--- src/rtl/traffic_signal_monitor.sv ---
// -----------------------------------------------------------------------------
// traffic_signal_monitor
//
// Receiver-side monitor for a two-approach traffic controller. The light codes
// of both approaches (0 = red, 1 = yellow, 2 = green, 3 = illegal) are
// registered and decoded into one-hot lamp drives. Each cycle the monitor also
// checks for the following faults:
//   - illegal codes
//   - conflicting greens
//   - illegal colour sequences
//   - yellows that are too short
// Any violation latches a fault and forces both approaches to red until the
// fault is acknowledged while both inputs are red.
//
// Optional feature macro: TSM_FLASH_EN
//   defined   -> red lamps flash while in FAULT (half-period FLASH_DIV cycles)
//   undefined -> red lamps are steady while in FAULT, no flash logic is built
//
// Parameters:
//   MIN_YELLOW  minimum consecutive yellow cycles before yellow->red
//   FLASH_DIV   cycles per half-period of the fault red flash
//
// Ports:
//   clk         system clock, rising edge
//   rst         synchronous active-high reset
//   a, b        approach A / B light codes
//   fault_clr   fault acknowledge (level)
//   lamps_a/b   {red, yellow, green} lamp drives, one-hot or all-off
//   fault       latched fault flag
//   fault_code  first fault cause: 0 none, 1 illegal code, 2 conflict,
//               3 bad sequence, 4 short yellow
//   fault_side  bit0 = approach A implicated, bit1 = approach B implicated
// -----------------------------------------------------------------------------
module traffic_signal_monitor #(
    parameter int MIN_YELLOW = 2,
    parameter int FLASH_DIV  = 4
) (
    input  logic       clk,
    input  logic       rst,
    input  logic [1:0] a,
    input  logic [1:0] b,
    input  logic       fault_clr,
    output logic [2:0] lamps_a,
    output logic [2:0] lamps_b,
    output logic       fault,
    output logic [2:0] fault_code,
    output logic [1:0] fault_side
);

    localparam logic [1:0] ST_ARM   = 2'd0;
    localparam logic [1:0] ST_RUN   = 2'd1;
    localparam logic [1:0] ST_FAULT = 2'd2;

    localparam logic [2:0] CODE_NONE    = 3'd0;
    localparam logic [2:0] CODE_ILLEGAL = 3'd1;
    localparam logic [2:0] CODE_CONFLICT = 3'd2;
    localparam logic [2:0] CODE_BADSEQ  = 3'd3;
    localparam logic [2:0] CODE_SHORTY  = 3'd4;

    localparam logic [2:0] LAMP_RED = 3'b100;

    logic [1:0] r_state;
    logic [1:0] r_aQ, r_bQ;
    logic [1:0] r_aP, r_bP;
    logic [7:0] r_dwellA, r_dwellB;
    logic [2:0] r_lampsA, r_lampsB;
    logic       r_fault;
    logic [2:0] r_faultCode;
    logic [1:0] r_faultSide;

    logic [1:0] w_illegalSide;
    logic       w_conflict;
    logic [1:0] w_badSeqSide;
    logic [1:0] w_shortSide;
    logic [2:0] w_detCode;
    logic [1:0] w_detSide;
    logic       w_enterFault;
    logic       w_clearFault;
    logic [2:0] w_faultRed;

    // Only red->green, green->yellow and yellow->red are legal changes;
    // holding the same code is always legal.
    function automatic logic legalStep(input logic [1:0] prev, input logic [1:0] cur);
        case ({prev, cur})
            4'b00_10, 4'b10_01, 4'b01_00: legalStep = 1'b1;
            default:                      legalStep = (prev == cur);
        endcase
    endfunction

    function automatic logic [2:0] decodeLamp(input logic [1:0] code);
        case (code)
            2'd0:    decodeLamp = 3'b100;
            2'd1:    decodeLamp = 3'b010;
            2'd2:    decodeLamp = 3'b001;
            default: decodeLamp = 3'b000;
        endcase
    endfunction

    // The dwell count describes how long the code now moving into a_p/b_p has
    // been held, saturating so long greens never wrap.
    function automatic logic [7:0] nextDwell(input logic [1:0] prev, input logic [1:0] cur,
                                             input logic [7:0] dwell);
        if (prev != cur) begin
            nextDwell = 8'd1;
        end else if (dwell == 8'hFF) begin
            nextDwell = dwell;
        end else begin
            nextDwell = dwell + 8'd1;
        end
    endfunction

    assign w_illegalSide = {r_bQ == 2'd3, r_aQ == 2'd3};
    assign w_conflict    = (r_aQ != 2'd0) && (r_bQ != 2'd0);
    assign w_badSeqSide  = {~legalStep(r_bP, r_bQ), ~legalStep(r_aP, r_aQ)};
    assign w_shortSide   = {(r_bP == 2'd1) && (r_bQ == 2'd0) && (r_dwellB < 8'(MIN_YELLOW)),
                            (r_aP == 2'd1) && (r_aQ == 2'd0) && (r_dwellA < 8'(MIN_YELLOW))};

    // Priority-ordered fault detection. In ARM the a_p/b_p baseline is not yet
    // valid, so only the checks that look at the current codes alone apply.
    always_comb begin
        w_detCode = CODE_NONE;
        w_detSide = 2'b00;
        if (w_illegalSide != 2'b00) begin
            w_detCode = CODE_ILLEGAL;
            w_detSide = w_illegalSide;
        end else if (w_conflict) begin
            w_detCode = CODE_CONFLICT;
            w_detSide = 2'b11;
        end else if (r_state == ST_RUN) begin
            if (w_badSeqSide != 2'b00) begin
                w_detCode = CODE_BADSEQ;
                w_detSide = w_badSeqSide;
            end else if (w_shortSide != 2'b00) begin
                w_detCode = CODE_SHORTY;
                w_detSide = w_shortSide;
            end
        end
    end

    assign w_enterFault = (r_state != ST_FAULT) && (w_detCode != CODE_NONE);
    assign w_clearFault = (r_state == ST_FAULT) && fault_clr && (r_aQ == 2'd0) && (r_bQ == 2'd0);

`ifdef TSM_FLASH_EN
    localparam int FLASH_CW = (FLASH_DIV > 1) ? $clog2(FLASH_DIV) : 1;

    logic [FLASH_CW-1:0] r_flashCnt;
    logic                r_flashPhase;
    logic                w_flashWrap;

    assign w_flashWrap = (r_flashCnt == FLASH_CW'(FLASH_DIV - 1));

    // Flash timebase restarts on every fault entry so the red lamp is always
    // lit for a full half-period first.
    always_ff @(posedge clk) begin
        if (rst) begin
            r_flashCnt   <= '0;
            r_flashPhase <= 1'b1;
        end else if (w_enterFault) begin
            r_flashCnt   <= '0;
            r_flashPhase <= 1'b1;
        end else if (r_state == ST_FAULT) begin
            if (w_flashWrap) begin
                r_flashCnt   <= '0;
                r_flashPhase <= ~r_flashPhase;
            end else begin
                r_flashCnt <= r_flashCnt + 1'b1;
            end
        end
    end

    // The lamp register loads the phase value the flash logic is moving to,
    // so lamps and phase change on the same edge.
    assign w_faultRed = {w_flashWrap ? ~r_flashPhase : r_flashPhase, 2'b00};
`else
    logic w_unusedFlashDiv;

    // Without flashing the divider has no effect; the red stays steady.
    assign w_unusedFlashDiv = (FLASH_DIV > 1);
    assign w_faultRed       = LAMP_RED;
`endif

    // Input stage, previous-code history and dwell counters. These run in every
    // state; ARM re-seeds the dwell counters so a fresh run starts clean.
    always_ff @(posedge clk) begin
        if (rst) begin
            r_aQ     <= 2'd0;
            r_bQ     <= 2'd0;
            r_aP     <= 2'd0;
            r_bP     <= 2'd0;
            r_dwellA <= 8'd0;
            r_dwellB <= 8'd0;
        end else begin
            r_aQ <= a;
            r_bQ <= b;
            r_aP <= r_aQ;
            r_bP <= r_bQ;
            if (r_state == ST_ARM) begin
                r_dwellA <= 8'd1;
                r_dwellB <= 8'd1;
            end else begin
                r_dwellA <= nextDwell(r_aP, r_aQ, r_dwellA);
                r_dwellB <= nextDwell(r_bP, r_bQ, r_dwellB);
            end
        end
    end

    // Monitor FSM plus registered lamp and fault outputs. A detected violation
    // goes straight to red at the same edge it is captured, so an illegal
    // combination is never shown on the lamps.
    always_ff @(posedge clk) begin
        if (rst) begin
            r_state     <= ST_ARM;
            r_lampsA    <= LAMP_RED;
            r_lampsB    <= LAMP_RED;
            r_fault     <= 1'b0;
            r_faultCode <= CODE_NONE;
            r_faultSide <= 2'b00;
        end else begin
            case (r_state)
                ST_ARM, ST_RUN: begin
                    if (w_enterFault) begin
                        r_state     <= ST_FAULT;
                        r_fault     <= 1'b1;
                        r_faultCode <= w_detCode;
                        r_faultSide <= w_detSide;
                        r_lampsA    <= LAMP_RED;
                        r_lampsB    <= LAMP_RED;
                    end else if (r_state == ST_ARM) begin
                        r_state  <= ST_RUN;
                        r_lampsA <= LAMP_RED;
                        r_lampsB <= LAMP_RED;
                    end else begin
                        r_lampsA <= decodeLamp(r_aQ);
                        r_lampsB <= decodeLamp(r_bQ);
                    end
                end
                ST_FAULT: begin
                    if (w_clearFault) begin
                        r_state     <= ST_ARM;
                        r_fault     <= 1'b0;
                        r_faultCode <= CODE_NONE;
                        r_faultSide <= 2'b00;
                        r_lampsA    <= LAMP_RED;
                        r_lampsB    <= LAMP_RED;
                    end else begin
                        r_lampsA <= w_faultRed;
                        r_lampsB <= w_faultRed;
                    end
                end
                default: begin
                    r_state  <= ST_ARM;
                    r_lampsA <= LAMP_RED;
                    r_lampsB <= LAMP_RED;
                end
            endcase
        end
    end

    assign lamps_a    = r_lampsA;
    assign lamps_b    = r_lampsB;
    assign fault      = r_fault;
    assign fault_code = r_faultCode;
    assign fault_side = r_faultSide;

endmodule

--- config.mk ---
export PLATFORM = sky130hd
export DESIGN_NAME = traffic_signal_monitor
export DESIGN_NICKNAME = d
export VERILOG_FILES = /design/src/rtl/traffic_signal_monitor.sv
export SDC_FILE = /design/constraint.sdc
export NUM_CORES = 1
export LEC_CHECK = 0
export CAP_MARGIN = 20
export CORE_AREA = 2 2 76 78
export DETAILED_ROUTE_END_ITERATION = 12
export DIE_AREA = 0 0 78 80
export GPL_TIMING_DRIVEN = 1
export PLACE_DENSITY = 0.55
export SLEW_MARGIN = 20
export SYNTH_ARGS = -nofsm -noshare
export SYNTH_HDL_FRONTEND = slang
export SYNTH_SLANG_ARGS = --single-unit
--- constraint.sdc ---
create_clock -name clk -period 2.4 [get_ports clk]
set_clock_uncertainty 0.1 [all_clocks]
set_input_delay 0.6 -clock clk [delete_from_list [all_inputs] [get_ports clk]]
set_output_delay 0.6 -clock clk [all_outputs]
set_load 0.03 [all_outputs]
# Word-level counts from Yosys, hierarchy flattened
# Cells that the tools add are included.
# word_totals
elab_cells,108
ff_bits,38
inputBits,7
# classes
add_sub_neg,2
order_cmp,2
n_reduce_logical,27
n_bitwise,3
eq_ne,28
mux,32
# op_table
cell,n
3-bit 2-to-1 mux,7
2-bit 2-to-1 mux,9
3-bit case mux with 3 select lines,2
"8-bit by 1-bit adder with 8-bit output, second input constant",2
"8-bit == test, second input constant",2
"8-bit by 2-bit < comparator with 1-bit output, second input constant",2
2-bit nonzero test,6
3-bit OR reduction,4
"2-bit by 1-bit == test with 1-bit output, second input constant",5
"2-bit == test, second input constant",5
1-bit 2-to-1 mux,10
1-bit logical AND,9
"3-bit inequality test, second input constant",3
"4-bit by 2-bit == test with 1-bit output, second input constant",2
"4-bit by 3-bit == test with 1-bit output, second input constant",2
"4-bit == test, second input constant",2
2-bit case mux with 2 select lines,2
2-bit zero test,3
"2-bit inequality test, second input constant",3
3-bit case mux with 2 select lines,1
2-bit == test,2
2-bit inequality test,2
4-bit OR reduction,1
1-bit NOT,3
other kinds (5),5

# Depth between registers and ports, before layout
# logic_depth
ltp_word,13
depth_mapped,7
mapped_depth_nobuf,6

# Worst setup path after synthesis
# No wires, ideal clock.
# synth_timing
kind,flip-flop to flip-flop
startpoint,reg r_bP[1]
endpoint,reg r_lampsA[0] (netlist: lamps_a[0])
setup_time_ps,73
path_slack_ps,583
path_stages_with_launch,7
t_arrival_ps,1644
cell_sequence,dfxtp_1 nor2b_2 xnor2_2 o21ai_2 or3_4 or2_4 nor3b_2
# synth_via
elab_chain_cells,12
elab_cells_between_ends,20
classes_between,eq/ne: 5; mux: 6; bitwise: 1; reduce/logical: 8
# synth_rtl
element,line_no,text
"start, declared",64,"logic [1:0] r_aP, r_bP;"
"start signal, assigned",196,r_bP <= r_bQ;
"4-bit by 2-bit == test with 1-bit output, or another cell as far along",84,"case ({prev, cur})"
3-bit OR reduction or 1-bit logical AND (tied branches),"84, 115",
1-bit 2-to-1 mux or 1-bit logical AND (tied branches),"84, 115",
1-bit NOT or 2-bit nonzero test (tied branches),"114, 133",
2-bit nonzero test or 3-bit 2-to-1 mux (tied branches),"130, 133",
3-bit 2-to-1 mux (*),130,if (w_badSeqSide != 2'b00) begin
3-bit 2-to-1 mux (*),129,end else if (r_state == ST_RUN) begin
3-bit 2-to-1 mux (*),126,end else if (w_conflict) begin
3-bit 2-to-1 mux (*),123,if (w_illegalSide != 2'b00) begin
3-bit nonzero test (*),140,assign w_enterFault = (r_state != ST_FAULT) && (w_detCode != CODE_NONE);
1-bit logical AND (*),140,
4-bit OR reduction (no source line) (*),--,
"end signal, assigned",233,r_lampsA <= decodeLamp(r_aQ);
"end signal, assigned",246,r_lampsA <= w_faultRed;
"end, declared",66,"logic [2:0] r_lampsA, r_lampsB;"
# Every way passes the cells marked *; elsewhere a longest branch is shown, timed or not.
# A chain may end at the register's enable or synchronous reset.

# Final worst setup path
# layout_timing
startpoint,reg r_aQ[1]
endpoint,reg r_lampsB[0] (netlist: lamps_b[0])
# layout_via
elab_chain_cells,12
elab_cells_between_ends,24
classes_between,eq/ne: 5; mux: 6; bitwise: 1; reduce/logical: 12
# layout_rtl
element,line_no,text
"start, declared",63,"logic [1:0] r_aQ, r_bQ;"
"start signal, assigned",186,r_aQ <= 2'd0;
"start signal, assigned",193,r_aQ <= a;
"4-bit by 2-bit == test with 1-bit output, or another cell as far along",84,
3-bit OR reduction or 1-bit logical AND (tied branches),"84, 116",
1-bit 2-to-1 mux or 1-bit logical AND (tied branches),"84, 116",
1-bit NOT or 2-bit nonzero test (tied branches),"114, 133",
2-bit nonzero test or 3-bit 2-to-1 mux (tied branches),"130, 133",
3-bit 2-to-1 mux,130,
3-bit 2-to-1 mux,129,
3-bit 2-to-1 mux,126,
3-bit 2-to-1 mux (*),123,
3-bit nonzero test (*),140,
1-bit logical AND (*),140,
4-bit OR reduction (no source line) (*),--,
"end signal, assigned",234,r_lampsB <= decodeLamp(r_bQ);
"end signal, assigned",247,r_lampsB <= w_faultRed;
"end, declared",66,
# Marks and branches as above.

==> run_results.csv <==
group,metric,value,unit
die,die_w,78,um
cts,cts_max_level,2,
worst_setup_path,crit_arrival,2.22,ns
sta,setup_ws,0.297,ns
place,pre_cts_slack,0.253,ns
detailed_routing,drt_iter0_markers,38,
layout,stdcell_count,300,
sta,worst_pin_slew,0.519,ns
synth,ys_top_cells_by_area,"dfxtp_1, nor2b_1, xor2_1",
synth,synth_top_family_by_area,"simple AND/OR/NAND/NOR gates",
grt,grt_pass1_vias,1403,
synth,synth_xor_area_share,5.59,%
detailed_routing,post_drt_wl_per_cell,12.6,um
synth,synthMuxAreaShare,1.62,%
power,p_leak,0.794,nW
worst_setup_path,worstPathCellList,"and2b_1, xnor2_1, o21ai_2, or3_4, or2_4, nor3b_2",
worst_setup_path,cpPeakStageDelay,0.53,ns
layout,diodes,0,
worst_setup_path,r2r-start,"r_aQ[1]$_SDFF_PP0_",
synth,ys_seq_area_share,40.9,%
synth,syn_area,0.00186,mm^2
synth,ys_ff_latch,38,
grt,grt_antenna_before_repair,0,
die,core.rowCount,27,
cts,clk_pin_slew,0.08,ns
layout,area_delta_synth_final,20.0,%
synth,synth_edf_count,0,
worst_setup_path,crit_path_start,"r_aQ[1]$_SDFF_PP0_",
power,internal_power,1.08,mW
sta,slew_headroom,64.9,%
outcome,run_status,"finished, final reports clean",
synth,synth_flop_cell,"dfxtp_1",
synth,netlist.top_cell.by_area,"dfxtp_1",
sta,setup_tns,0,ns
layout,drive_gt1_share,13.6,%
cts,cts_resized,0,
detailed_routing,drc,0,
detailed_routing,wl,3.78,mm
worst_setup_path,reg2reg_setup_slack,0.30,ns
grt,grt_pass1_wl,6.67,mm
power,vdd_drop_max,0.312,mV
sta,final_hold_viol_count,0,
cts,cts_sinks,38,
grt,track_usage,13.6,%
synth,ys.warnings.count,0,
power,p_switching,0.387,mW
sta,timing.hold.ws,0.364,ns
cts,cts_hold_buf,0,
power,power_density,656,mW/mm^2
cts,cts_root_buf,"clkbuf_8",
die,floorplan.die_area,0.00624,mm^2
detailed_routing,drtPass1Iterations,4,
worst_hold_path,hp-start,"fault$_SDFFE_PP0P_",
die,die_y,80,um
sta,setup_viol,0,
worst_setup_path,cp_num_buf_inv,0,
sta,drv_slew,0,
detailed_routing,postRouteAntennaNets,0,
cts,post-cts-setup-buffers,0,
grt,grt-ovfl-total,0,
worst_setup_path,worstSetupEndpointType,"register",
synth,synth_cell_types,54,
synth,async_reset_ff_share,0,%
place,io_buffers,18,
synth,syn_avg_cell_area,9.07,um^2
power,combPwrFrac,16.1,%
sta,rsz0062_at_grt,"no",
power,power_frac_clock,36.2,%
run,maxCapViolations,0,
place,dpl.cell_count,292,
worst_setup_path,cp_max_fo,11,
worst_setup_path,crit_path_end,"lamps_b[0]$_SDFF_PP0_",
die,core_region_area,0.00541,mm^2
worst_setup_path,r2r-end,"lamps_b[0]$_SDFF_PP0_",
cts,clockBufferDepth,2,
grt,grt_max_degree,22,
synth,synth_compound_area_share,15.7,%
synth,synthAdderAreaFrac,1.35,%
die,ios,19,
detailed_routing,vias,1462,
worst_setup_path,critPathKind,"reg2reg",
die,start_util,34.4,%
place,routabilityCongestion,0.772,
power,p_sw_share,26.5,%
layout,final_common_cell,"dfxtp_1",
synth,syn_inst,205,
cts,clk_latency,0.29,ns
detailed_routing,viasPerCell,4.87,
sta,period_needed,2.10,ns
worst_setup_path,path_delay_family,"simple AND/OR/NAND/NOR gates",
place,dp_hpwl,2.72,mm
synth,syn_nets,214,
sta,fin_crit_sh,87.6,%
worst_setup_path,worst-path-stages,6,
cts,numCtsBuffers,5,
worst_setup_path,startpoint_type,"register",
worst_setup_path,crit_required,2.52,ns
layout,final_nets,236,
worst_setup_path,worst_path_max_delay_cell,"dfxtp_1",
cts,tritoncts,"done",
sta,fmax,476,MHz
synth,netlist.area_leader.share,40.9,%
worst_hold_path,hold_path.class,"reg2reg",
worst_setup_path,ff2ff_path_depth,6,
layout,layout_common_cells,"dfxtp_1, clkdlybuf4s50_1, nor2_1, nand2_1",
power,seq_power_share,47.7,%
synth,synth-simple-area-share,31.8,%
layer usage:
metal	share of wire (%)	wire length (um)	vias up	global-route usage, %
li1	-	-	786	-
met1	54	2030	649	19.4
met2	42	1600	20	19.5
met3	2.7	101	7	3.05
met4	1.6	60	0	6.14
met5	0	0	-	0
sequential cells by signal, summed over array words and instances, names as in the netlist:
register    flops
r_dwellA        8
r_dwellB        8
fault_code      3
lamps_a         3
lamps_b         3
fault_side      2
r_aP            2
r_aQ            2
r_bP            2
r_bQ            2
r_state         2
fault           1
synthesized netlist by cell type (4+ instances only):
cell      n
a21oi_1   7
nand3_1   8
xor2_1    7
nor3_1   11
nor3b_2   4
nor2_1   16
nor2b_1  11
a31oi_1   5
o21ai_0   4
inv_1     5
nand4_1   8
nand2_1  15
dfxtp_1  38
final cells by class:
| class | instances | area (um^2) |
|---|---|---|
| tap | 72 | 90.1 |
| sequential | 38 | 761 |
| timing repair buffer | 22 | 210 |
| multi-input combinational | 155 | 1040 |
| clock buffer | 5 | 68.8 |
| fill | 558 | 3170 |
| inverter | 5 | 18.8 |
| clock inverter | 3 | 40.0 |
worst min-delay path: cells and delay by family, from the launching register on:
kind | cells | cell delay [ns]
flops | 1 | 0.31
simple gates | 1 | 0.05
compound gates | 1 | 0.06
cells by family (layout without fill, tap and decap cells):
kind of cell,count (synthesis),after routing
DFF,38,38
AOI/OAI and AO/OA,40,40
xor gates and xnor gates,11,11
and+or+nand+nor,99,99
adders and majority gates,2,2
muxes,3,3
buffers and inverters,12,35
worst min path at each step:
stage / cells after the start / to / slack [ns]
5_1_grt: 2 / fault$_SDFFE_PP0P_ / 0.37
2_1_floorplan: 2 / r_dwellA[2]$_SDFFE_PP0P_ / 0.39
3_3_place_gp: 2 / fault$_SDFFE_PP0P_ / 0.35
3_5_place_dp: 2 / fault$_SDFFE_PP0P_ / 0.35
4_1_cts: 2 / fault$_SDFFE_PP0P_ / 0.36
6_report: 2 / fault$_SDFFE_PP0P_ / 0.36
per-stage QoR:
stage | utilization, % | instance area [um^2] | power (mW)
after floorplan | - | 1860 | 0.872
after global placement | 39.3 | 2120 | 0.951
after detailed placement | 39.3 | 2120 | 0.952
after CTS | 41.3 | 2230 | 1.49
after global routing | 41.3 | 2230 | 1.55
final | 41.3 | 2230 | 1.46
power by group through the flow:
stage / sequential, mW / clock, mW / combinational (mW)
2_1_floorplan: 0.725 / 0 / 0.148
3_3_place_gp: 0.713 / 0 / 0.237
3_5_place_dp: 0.713 / 0 / 0.239
4_1_cts: 0.699 / 0.555 / 0.239
5_1_grt: 0.705 / 0.580 / 0.261
6_report: 0.698 / 0.529 / 0.236
Note: power is estimated with default switching activity, not from simulation.
